===== src/rtl/counter_ctrl_pkg.sv =====
// Shared definitions for the sequenced counter: FSM state encoding and
// the default counter width.
package counter_ctrl_pkg;

   localparam int CNT_WIDTH_DEF = 4;

   typedef enum logic [1:0] {
      ST_IDLE = 2'b00,
      ST_RUN  = 2'b01,
      ST_HOLD = 2'b10,
      ST_DONE = 2'b11
   } ctrl_state_e;

   // Datapath operation requested by the controller for the coming edge.
   typedef enum logic [1:0] {
      ACT_FREEZE = 2'b00,
      ACT_CLEAR  = 2'b01,
      ACT_LOAD   = 2'b10,
      ACT_STEP   = 2'b11
   } core_act_e;

   function automatic logic is_busy_state(input ctrl_state_e st);
      return (st == ST_RUN) || (st == ST_HOLD);
   endfunction

endpackage


===== src/rtl/counter_core.sv =====
// Loadable up/down counter datapath. Clear has priority over load, and
// load has priority over a count step.
module counter_core
   import counter_ctrl_pkg::*;
#(
   parameter int WIDTH = CNT_WIDTH_DEF
)(
   input  logic             clk,
   input  logic             rst_n,
   input  logic             i_clr,
   input  logic             i_load,
   input  logic [WIDTH-1:0] i_load_val,
   input  logic             i_en,
   input  logic             i_dir,
   output logic [WIDTH-1:0] o_value
);

   localparam logic [WIDTH-1:0] ONE  = {{(WIDTH-1){1'b0}}, 1'b1};
   localparam logic [WIDTH-1:0] ZERO = {WIDTH{1'b0}};

   logic [WIDTH-1:0] r_value;

   // Count register: clear, load, step down/up, or hold.
   always_ff @(posedge clk or negedge rst_n) begin
      if (!rst_n) begin
         r_value <= ZERO;
      end else if (i_clr) begin
         r_value <= ZERO;
      end else if (i_load) begin
         r_value <= i_load_val;
      end else if (i_en) begin
         r_value <= i_dir ? (r_value - ONE) : (r_value + ONE);
      end else begin
         r_value <= r_value;
      end
   end

   assign o_value = r_value;

endmodule


===== src/rtl/counter_seq_ctrl.sv =====
// Start/stop/pause sequenced counter with one-shot or auto-reload modes.
// The controller never steps past terminal, so the count cannot wrap.
module counter_seq_ctrl
   import counter_ctrl_pkg::*;
#(
   parameter int WIDTH = CNT_WIDTH_DEF
)(
   input  logic             clk,
   input  logic             rst_n,
   input  logic             start,
   input  logic             stop,
   input  logic             pause,
   input  logic             mode,
   input  logic             dir,
   input  logic [WIDTH-1:0] load_val,
   output logic [WIDTH-1:0] cnt_out,
   output logic             busy,
   output logic             done,
   output logic             tc_pulse
);

   localparam logic [WIDTH-1:0] ZERO = {WIDTH{1'b0}};

   ctrl_state_e      r_state;
   logic [WIDTH-1:0] r_limit;
   logic             r_dir;
   logic             r_mode;
   logic             r_tc;
   logic             r_busy;
   logic             r_done;

   ctrl_state_e      w_next_state;
   core_act_e        w_act;
   logic [WIDTH-1:0] w_load_val;
   logic             w_capture;
   logic             w_tc_next;
   logic             w_at_term;
   logic             w_core_dir;
   logic [WIDTH-1:0] w_cnt;

   assign w_at_term = r_dir ? (w_cnt == ZERO) : (w_cnt == r_limit);

   // Next-state and datapath command decode; stop outranks start outranks pause.
   always_comb begin
      w_next_state = r_state;
      w_act        = ACT_FREEZE;
      w_load_val   = r_dir ? r_limit : ZERO;
      w_capture    = 1'b0;
      w_tc_next    = 1'b0;
      if (stop) begin
         w_next_state = ST_IDLE;
         w_act        = ACT_CLEAR;
      end else begin
         case (r_state)
            ST_IDLE, ST_DONE: begin
               if (start) begin
                  w_capture    = 1'b1;
                  w_act        = ACT_LOAD;
                  w_load_val   = dir ? load_val : ZERO;
                  w_next_state = ST_RUN;
               end else begin
                  w_act        = ACT_FREEZE;
               end
            end
            ST_RUN: begin
               // Terminal action completes before a coincident pause is honoured.
               if (w_at_term) begin
                  w_tc_next = 1'b1;
                  if (r_mode) begin
                     w_act        = ACT_LOAD;
                     w_next_state = ST_RUN;
                  end else begin
                     w_act        = ACT_FREEZE;
                     w_next_state = ST_DONE;
                  end
               end else if (pause) begin
                  w_act        = ACT_FREEZE;
                  w_next_state = ST_HOLD;
               end else begin
                  w_act        = ACT_STEP;
                  w_next_state = ST_RUN;
               end
            end
            ST_HOLD: begin
               if (pause) begin
                  w_next_state = ST_HOLD;
               end else begin
                  w_next_state = ST_RUN;
               end
            end
            default: begin
               w_next_state = ST_IDLE;
               w_act        = ACT_CLEAR;
            end
         endcase
      end
   end

   assign w_core_dir = r_dir;

   counter_core #(
      .WIDTH (WIDTH)
   ) u_core (
      .clk        (clk),
      .rst_n      (rst_n),
      .i_clr      (w_act == ACT_CLEAR),
      .i_load     (w_act == ACT_LOAD),
      .i_load_val (w_load_val),
      .i_en       (w_act == ACT_STEP),
      .i_dir      (w_core_dir),
      .o_value    (w_cnt)
   );

   // Controller state, start-time configuration and registered status outputs.
   always_ff @(posedge clk or negedge rst_n) begin
      if (!rst_n) begin
         r_state <= ST_IDLE;
         r_limit <= ZERO;
         r_dir   <= 1'b0;
         r_mode  <= 1'b0;
         r_tc    <= 1'b0;
         r_busy  <= 1'b0;
         r_done  <= 1'b0;
      end else begin
         r_state <= w_next_state;
         if (w_capture) begin
            r_limit <= load_val;
            r_dir   <= dir;
            r_mode  <= mode;
         end else begin
            r_limit <= r_limit;
            r_dir   <= r_dir;
            r_mode  <= r_mode;
         end
         r_tc    <= w_tc_next;
         r_busy  <= is_busy_state(w_next_state);
         r_done  <= (w_next_state == ST_DONE);
      end
   end

   assign cnt_out  = w_cnt;
   assign busy     = r_busy;
   assign done     = r_done;
   assign tc_pulse = r_tc;

endmodule


===== config.mk =====
export PLATFORM = sky130hd
export DESIGN_NAME = counter_seq_ctrl
export DESIGN_NICKNAME = d
export VERILOG_FILES = /design/src/rtl/counter_ctrl_pkg.sv /design/src/rtl/counter_core.sv /design/src/rtl/counter_seq_ctrl.sv
export SDC_FILE = /design/constraint.sdc
export NUM_CORES = 1
export LEC_CHECK = 0
export ABC_AREA = 1
export CORE_ASPECT_RATIO = 0.7
export CORE_UTILIZATION = 50
export DETAILED_ROUTE_END_ITERATION = 8
export PLACE_DENSITY = 0.79
export SLEW_MARGIN = 40
export SYNTH_ARGS = -nofsm -noshare
export SYNTH_HDL_FRONTEND = slang
export SYNTH_SLANG_ARGS = --single-unit

===== constraint.sdc =====
create_clock -name clk -period 1.9 [get_ports clk]
set_input_delay 0.475 -clock clk [delete_from_list [all_inputs] [get_ports clk]]
set_output_delay 0.475 -clock clk [all_outputs]
set_load 0.02 [all_outputs]

==> metrics.yaml, run 1 <==
status: "finished clean"
layout-drive-gt1-share_pct: 17.9
yosys.area.top_type_share_pct: 39.0
cp.arrival_ns: 1.40
finalCritPeriodShare_pct: 98.4
async_flop_share_pct: 100
antenna_found_initial: 0
worst_r2r_endpoint: "busy"
synthTopCellsByArea: "dfrtp_1 39%, nand2_1 9.0%, ha_1 7.8%"
core_area_sq_mm: 0.00170
r2r-start: "u_core.o_value[0]"
setup_viol: 0
netlist_instances: 123
slew_violations: 0
syn_nets: 141
n_fill_cell: 132
timing.max_cap.violations: 0
cts_sinks: 15
start_util_pct: 56.7
synth_top_flop_cell: "dfrtp_1"
synth_seq_area_share_pct: 39.0
postLayoutCoreUtil_pct: 73.7
chipHeight_um: 38.7
num_io_pins: 18
hold-worst-slack_ns: 0.472
num_rows: 12
syn_area_per_cell_sq_um: 7.82
clk_latency_ns: 0.31
max-clock-path-buffers: 2
slowest_delay_ns: 0.64
vias: 932
powerDensity_mw_per_mm2: 1490
worstPathCellList: "clkdlybuf4s50_1"
layout.nets: 170
diodes: 0
drt-total-wl_mm: 2.39
grt_pass1_wl_mm: 3.82
crit_family: "buffers and inverters"
cts.reportedPaths.clkPinSlew_ns: 0.10
regToRegSetupSlack_ns: 0.04
root_buffer: "clkbuf_4"
power_mw: 1.87
fin_ws_ns: 0.0295
yosysMostFrequentCell: "nand2_1"
post_cts.repair.setup_buffers: 0
synth_area_sq_um: 962
ant_nets: 0
yosys_warnings: 0
cts_buffers: 3
place_ws_ns: -0.0761
crit_required_ns: 1.42
max_freq_mhz: 535
grt_use_total_pct: 27.2
cp-end-kind: "primary output"
p_leak_nw: 0.654
finClkSkew_ns: 0.0101
path_max_fanout: 5
dr.pass1.iters: 7
wl_per_cell_um: 13.9
rsz0062_at_grt: "true"
route.detailed.drc: 0
dp_hpwl_mm: 1.90
drt_iter0_drc: 71
worst_path_max_delay_cell: "clkdlybuf4s50_1"
die_area_sq_mm: 0.00211
ys_seq_elements: 15
yosys.area.top_type: "dfrtp_1"
reg2regPathDepth: 8
cp_num_buf_inv: 1
synth-edff-count: 0
peakVddDrop_v: 0.000929
yosysUniqueCellTypes: 23
grt_remaining_overflow: 0
path_class: "flop to primary output"
die-width_um: 54.4
relSlewSlack_pct: 76.3
viasPerCell: 5.42
area_delta_synth_final_pct: 29.9
synth_common_cells: "23 x nand2_1, 16 x inv_1, 15 x dfrtp_1"
worst_pin_slew_ns: 0.351
hold_path.class: "input pin to asynchronous set/reset pin"
cts_tree: "yes"
cts_hold_buf: 0
grt_max_degree: 16
grt_pass1_vias: 860
portBuffers: 17
start_kind: "flop"
gp_congestion: 0.940
timing.final.hold_violations: 0
min_period_ns: 1.87
cts_max_level: 1
sequential cells by signal, summed over array words and instances, names as in the netlist:
name,count
busy,1
done,1
r_dir,1
r_limit,4
r_mode,1
r_state,2
tc_pulse,1
u_core.o_value,4
cells by family after synthesis:
| family | after synthesis | synth area share [%] |
|---|---|---|
| DFF | 15 | 39.0 |
| xor gates and xnor gates | 3 | 2.73 |
| adders and majority gates | 7 | 9.88 |
| and+or+nand+nor | 59 | 29.9 |
| buffers and inverters | 18 | 7.15 |
| AOI/OAI and AO/OA | 21 | 11.3 |
stage by stage:
step                      TNS, ns  instance area (sq um)  instances
final                           0                   1250        172
after detailed placement  -0.0761                   1210        168
after floorplan                 0                    962        123
after CTS                       0                   1240        172
after global routing      -0.0210                   1250        172
after global placement    -0.0229                   1210        168
cell usage in the layout (no fill, tap or decap), drive strengths merged:
cell / instances
xor2: 1
nand4: 1
dlygate4sd2: 1
nor2: 12
buf: 8
clkdlybuf4s50: 14
o211ai: 1
a21oi: 4
dlymetal6s2s: 2
xnor2: 2
o22ai: 1
nand3: 12
fa: 1
nand2: 30
and3: 1
clkinv: 1
ha: 6
o21ai: 15
nor3: 3
inv: 17
dfrtp: 15
clkbuf: 3
where the power goes:
group | internal, mW | switching (mW)
logic | 0.445 | 0.620
registers | 0.448 | 0.159
clock network | 0.0788 | 0.116
worst max path at each step:
stage,start,endpoint,slack (ns),cells after the start
after floorplan,u_core.o_value[1],busy,0.22,11
after CTS,u_core.o_value[2],cnt_out[2],0.01,1
after global placement,pause,busy,-0.02,8
final,u_core.o_value[3],cnt_out[3],0.03,1
after detailed placement,pause,busy,-0.08,8
after global routing,u_core.o_value[0],busy,-0.02,8
layer usage:
layer | part of all wire [%] | global-route usage, %
met2 | 44 | 41.5
met1 | 43 | 33.5
met3 | 11 | 12.2
met5 | 0 | 0
met4 | 2.3 | 10.9
repair_timing:
item	4_1_cts	5_1_grt
setup endpoints to repair	2	6
resized for setup	2	5
pin swaps	0	1
cloned	0	0
final cells by class:
class                      instances  area (sq um)  area share [%]
tap                               21          26.3            2.10
sequential                        15           378            30.2
clock buffer                       3          22.5            1.80
timing repair buffer              25           234            18.7
multi-input combinational         90           520            41.6
inverter                          17          63.8            5.11
clock inverter                     1          5.00           0.400
Note: power is estimated with default switching activity, not from simulation.
==> run 2: changes to the inputs <==
ABC_AREA = not set   (was 1)
CORE_UTILIZATION = 51   (was 50)
PLACE_DENSITY = 0.8   (was 0.79)
==> run 2 against run 1 <==
Compared with the run above: the flow now finishes with violations (setup timing); clock skew down 0.0032 ns; die area rose by 3.3%; final cell count shrank 1.2%; sequential power decreased by 4.6%; register-to-register slack worse by 0.27 ns; first-iteration DRC count fell by 21%; critical path depth up 7; fmax down 12%; critical endpoint is now u_core.o_value[3].
==> metrics.yaml, run 2 <==
place_area_sq_mm: 0.00139
swShare_pct: 42.8
path_max_fanout: 8
cts_buffers: 3
antenna_found_initial: 0
drt-total-wl_mm: 2.80
cts_sinks: 15
slew_violations: 0
ant_nets: 0
worst_pin_slew_ns: 0.409
cts.reportedPaths.clkPinSlew_ns: 0.10
wl_per_cell_um: 16.4
grt_max_degree: 16
dr.pass1.iters: 4
yosys.area.top_type: "dfrtp_1"
synth_common_cells: "15 x dfrtp_1, 12 x nor2_1, 7 x nand2_1"
num_io_pins: 18
grt_pass1_wl_mm: 4.35
combinationalPowerShare_pct: 68.7
power_switching_mw: 1.05
gp_congestion: 0.968
layout-drive-gt1-share_pct: 39.9
finClkSkew_ns: 0.00689
slowest_delay_ns: 0.43
yosys.area.top_type_share_pct: 37.0
cp.arrival_ns: 2.31
crit_required_ns: 2.08
yosysMostFrequentCell: "dfrtp_1"
worst_path_max_delay_cell: "dfrtp_2"
chipHeight_um: 39.3
yosysUniqueCellTypes: 39
diodes: 0
viasPerCell: 5.73
synth_top_flop_cell: "dfrtp_1"
powerDensity_mw_per_mm2: 1610
p_int_mw: 1.40
setup_viol: 7
worstPathCellList: "xor2_1, a221o_1, buf_6, nor3_4, mux2i_2, a32oi_4, nor3_2, a311o_1"
status: "complete, but fails checks"
vias: 974
power.share.sequential_pct: 23.7
layout.nets: 167
syn_area_per_cell_sq_um: 10.0
grt_remaining_overflow: 0
die_area_sq_mm: 0.00217
dp_hpwl_mm: 2.08
netlist_instances: 101
timing.max_cap.violations: 0
portBuffers: 17
die-width_um: 55.3
final_area_sq_mm: 0.00152
final_common_cell: "buf_4"
cts_tree: "yes"
violations: "setup timing"
async_flop_share_pct: 100
path_class: "flop to flop"
cp-end-kind: "flop"
grt_pass1_vias: 927
synth-edff-count: 0
syn_nets: 119
synth_seq_area_share_pct: 37.0
p_leak_nw: 0.707
min_period_ns: 2.13
rsz0062_at_grt: "true"
cts_max_level: 1
final_cell_mix: "29 x buf_4, 14 x clkdlybuf4s50_1, 12 x nor2_1, 11 x dfrtp_1, 7 x nand2_1"
grt_use_total_pct: 28.1
finalCritPeriodShare_pct: 112
clkPwrFrac_pct: 7.5
max_freq_mhz: 470
max-clock-path-buffers: 2
hold_path.class: "input pin to asynchronous set/reset pin"
synth_area_sq_mm: 0.00101
root_buffer: "clkbuf_4"
num_rows: 13
hold-worst-slack_ns: 0.510
relSlewSlack_pct: 72.8
area_delta_synth_final_pct: 49.9
crit_family: "compound AO/OA/AOI/OAI gates"
finalSetupTns_ns: -1.06
ys_seq_elements: 15
fin_ws_ns: -0.229
timing.final.hold_violations: 0
cp_num_buf_inv: 1
synthTopCellsByArea: "dfrtp_1 37%, ha_1 7.4%, mux2_2 6.7%"
start_kind: "flop"
yosys_warnings: 0
peakVddDrop_v: 0.00113
core_area_sq_mm: 0.00187
clk_latency_ns: 0.29
drt_iter0_drc: 56
place_ws_ns: -0.333
start_util_pct: 54.2
route.detailed.drc: 0
-- run 2: worst reg2reg max path: stages (launching register included) --
cell	delay [ns]
dfrtp_2	0.43
xor2_1	0.15
a221o_1	0.31
buf_6	0.14
nor3_4	0.13
mux2i_2	0.11
a32oi_4	0.35
nor3_2	0.08
a311o_1	0.32
-- run 2: cell families after synthesis --
family	after synthesis	synth area share, %
AOI/OAI and AO/OA	20	16.5
muxes	8	8.63
adders and majority gates	7	9.37
xor gates and xnor gates	4	3.45
DFF	15	37.0
and+or+nand+nor	37	19.7
buffers and inverters	10	5.30
-- run 2: what timing repair did --
action / CTS / global route
pin swaps: 11 / 2
setup endpoints to repair: 7 / 10
gates resized for setup: 9 / 6
hold buffers: 0 / 0
buffers inserted: 3 / 1
-- run 2: routing by layer --
| layer | up-vias | part of all wire [%] | GRT usage [%] |
|---|---|---|---|
| met3 | 13 | 7.8 | 3.63 |
| li1 | 459 | - | - |
| met2 | 53 | 43 | 44.0 |
| met4 | 0 | 3.8 | 21.9 |
| met1 | 449 | 45 | 36.4 |
| met5 | - | 0 | 0 |
-- run 2: path summary, 6_finish.rpt --
path	end	depth (start not counted)	start	slack, ns
max	u_core.o_value[3]	8	u_core.o_value[3]	-0.23
min	r_limit[2]	2	rst_n	0.51
max reg2reg	u_core.o_value[3]	8	u_core.o_value[3]	-0.23
min reg2reg	r_limit[0]	1	r_limit[0]	0.61
max in group asynchronous	u_core.o_value[0]	2	rst_n	1.19
min in group clk	r_limit[0]	1	r_limit[0]	0.61
-- run 2: layout make-up --
| class | instances | area, sq um |
|---|---|---|
| Inverter | 6 | 22.5 |
| Multi-Input combinational cell | 76 | 657 |
| Tap cell | 22 | 27.5 |
| Timing Repair Buffer | 47 | 407 |
| Fill cell | 118 | 349 |
| Clock inverter | 1 | 5.00 |
| Clock buffer | 3 | 22.5 |
| Sequential cell | 15 | 380 |
-- run 2: metrics by stage --
stage          instances  utilization, %  power [mW]
2_1_floorplan        101               -        1.41
3_3_place_gp         162            74.5        1.95
3_5_place_dp         162            74.5        2.03
5_1_grt              170            81.3        2.60
4_1_cts              169            79.5        2.36
6_report             170            81.3        2.44
-- run 2: power by group through the flow --
stage | registers (mW) | clock network, mW | logic, mW
2_1_floorplan | 0.652 | 0 | 0.759
3_3_place_gp | 0.560 | 0 | 1.39
3_5_place_dp | 0.575 | 0 | 1.45
4_1_cts | 0.575 | 0.184 | 1.60
5_1_grt | 0.592 | 0.197 | 1.81
6_report | 0.580 | 0.184 | 1.68
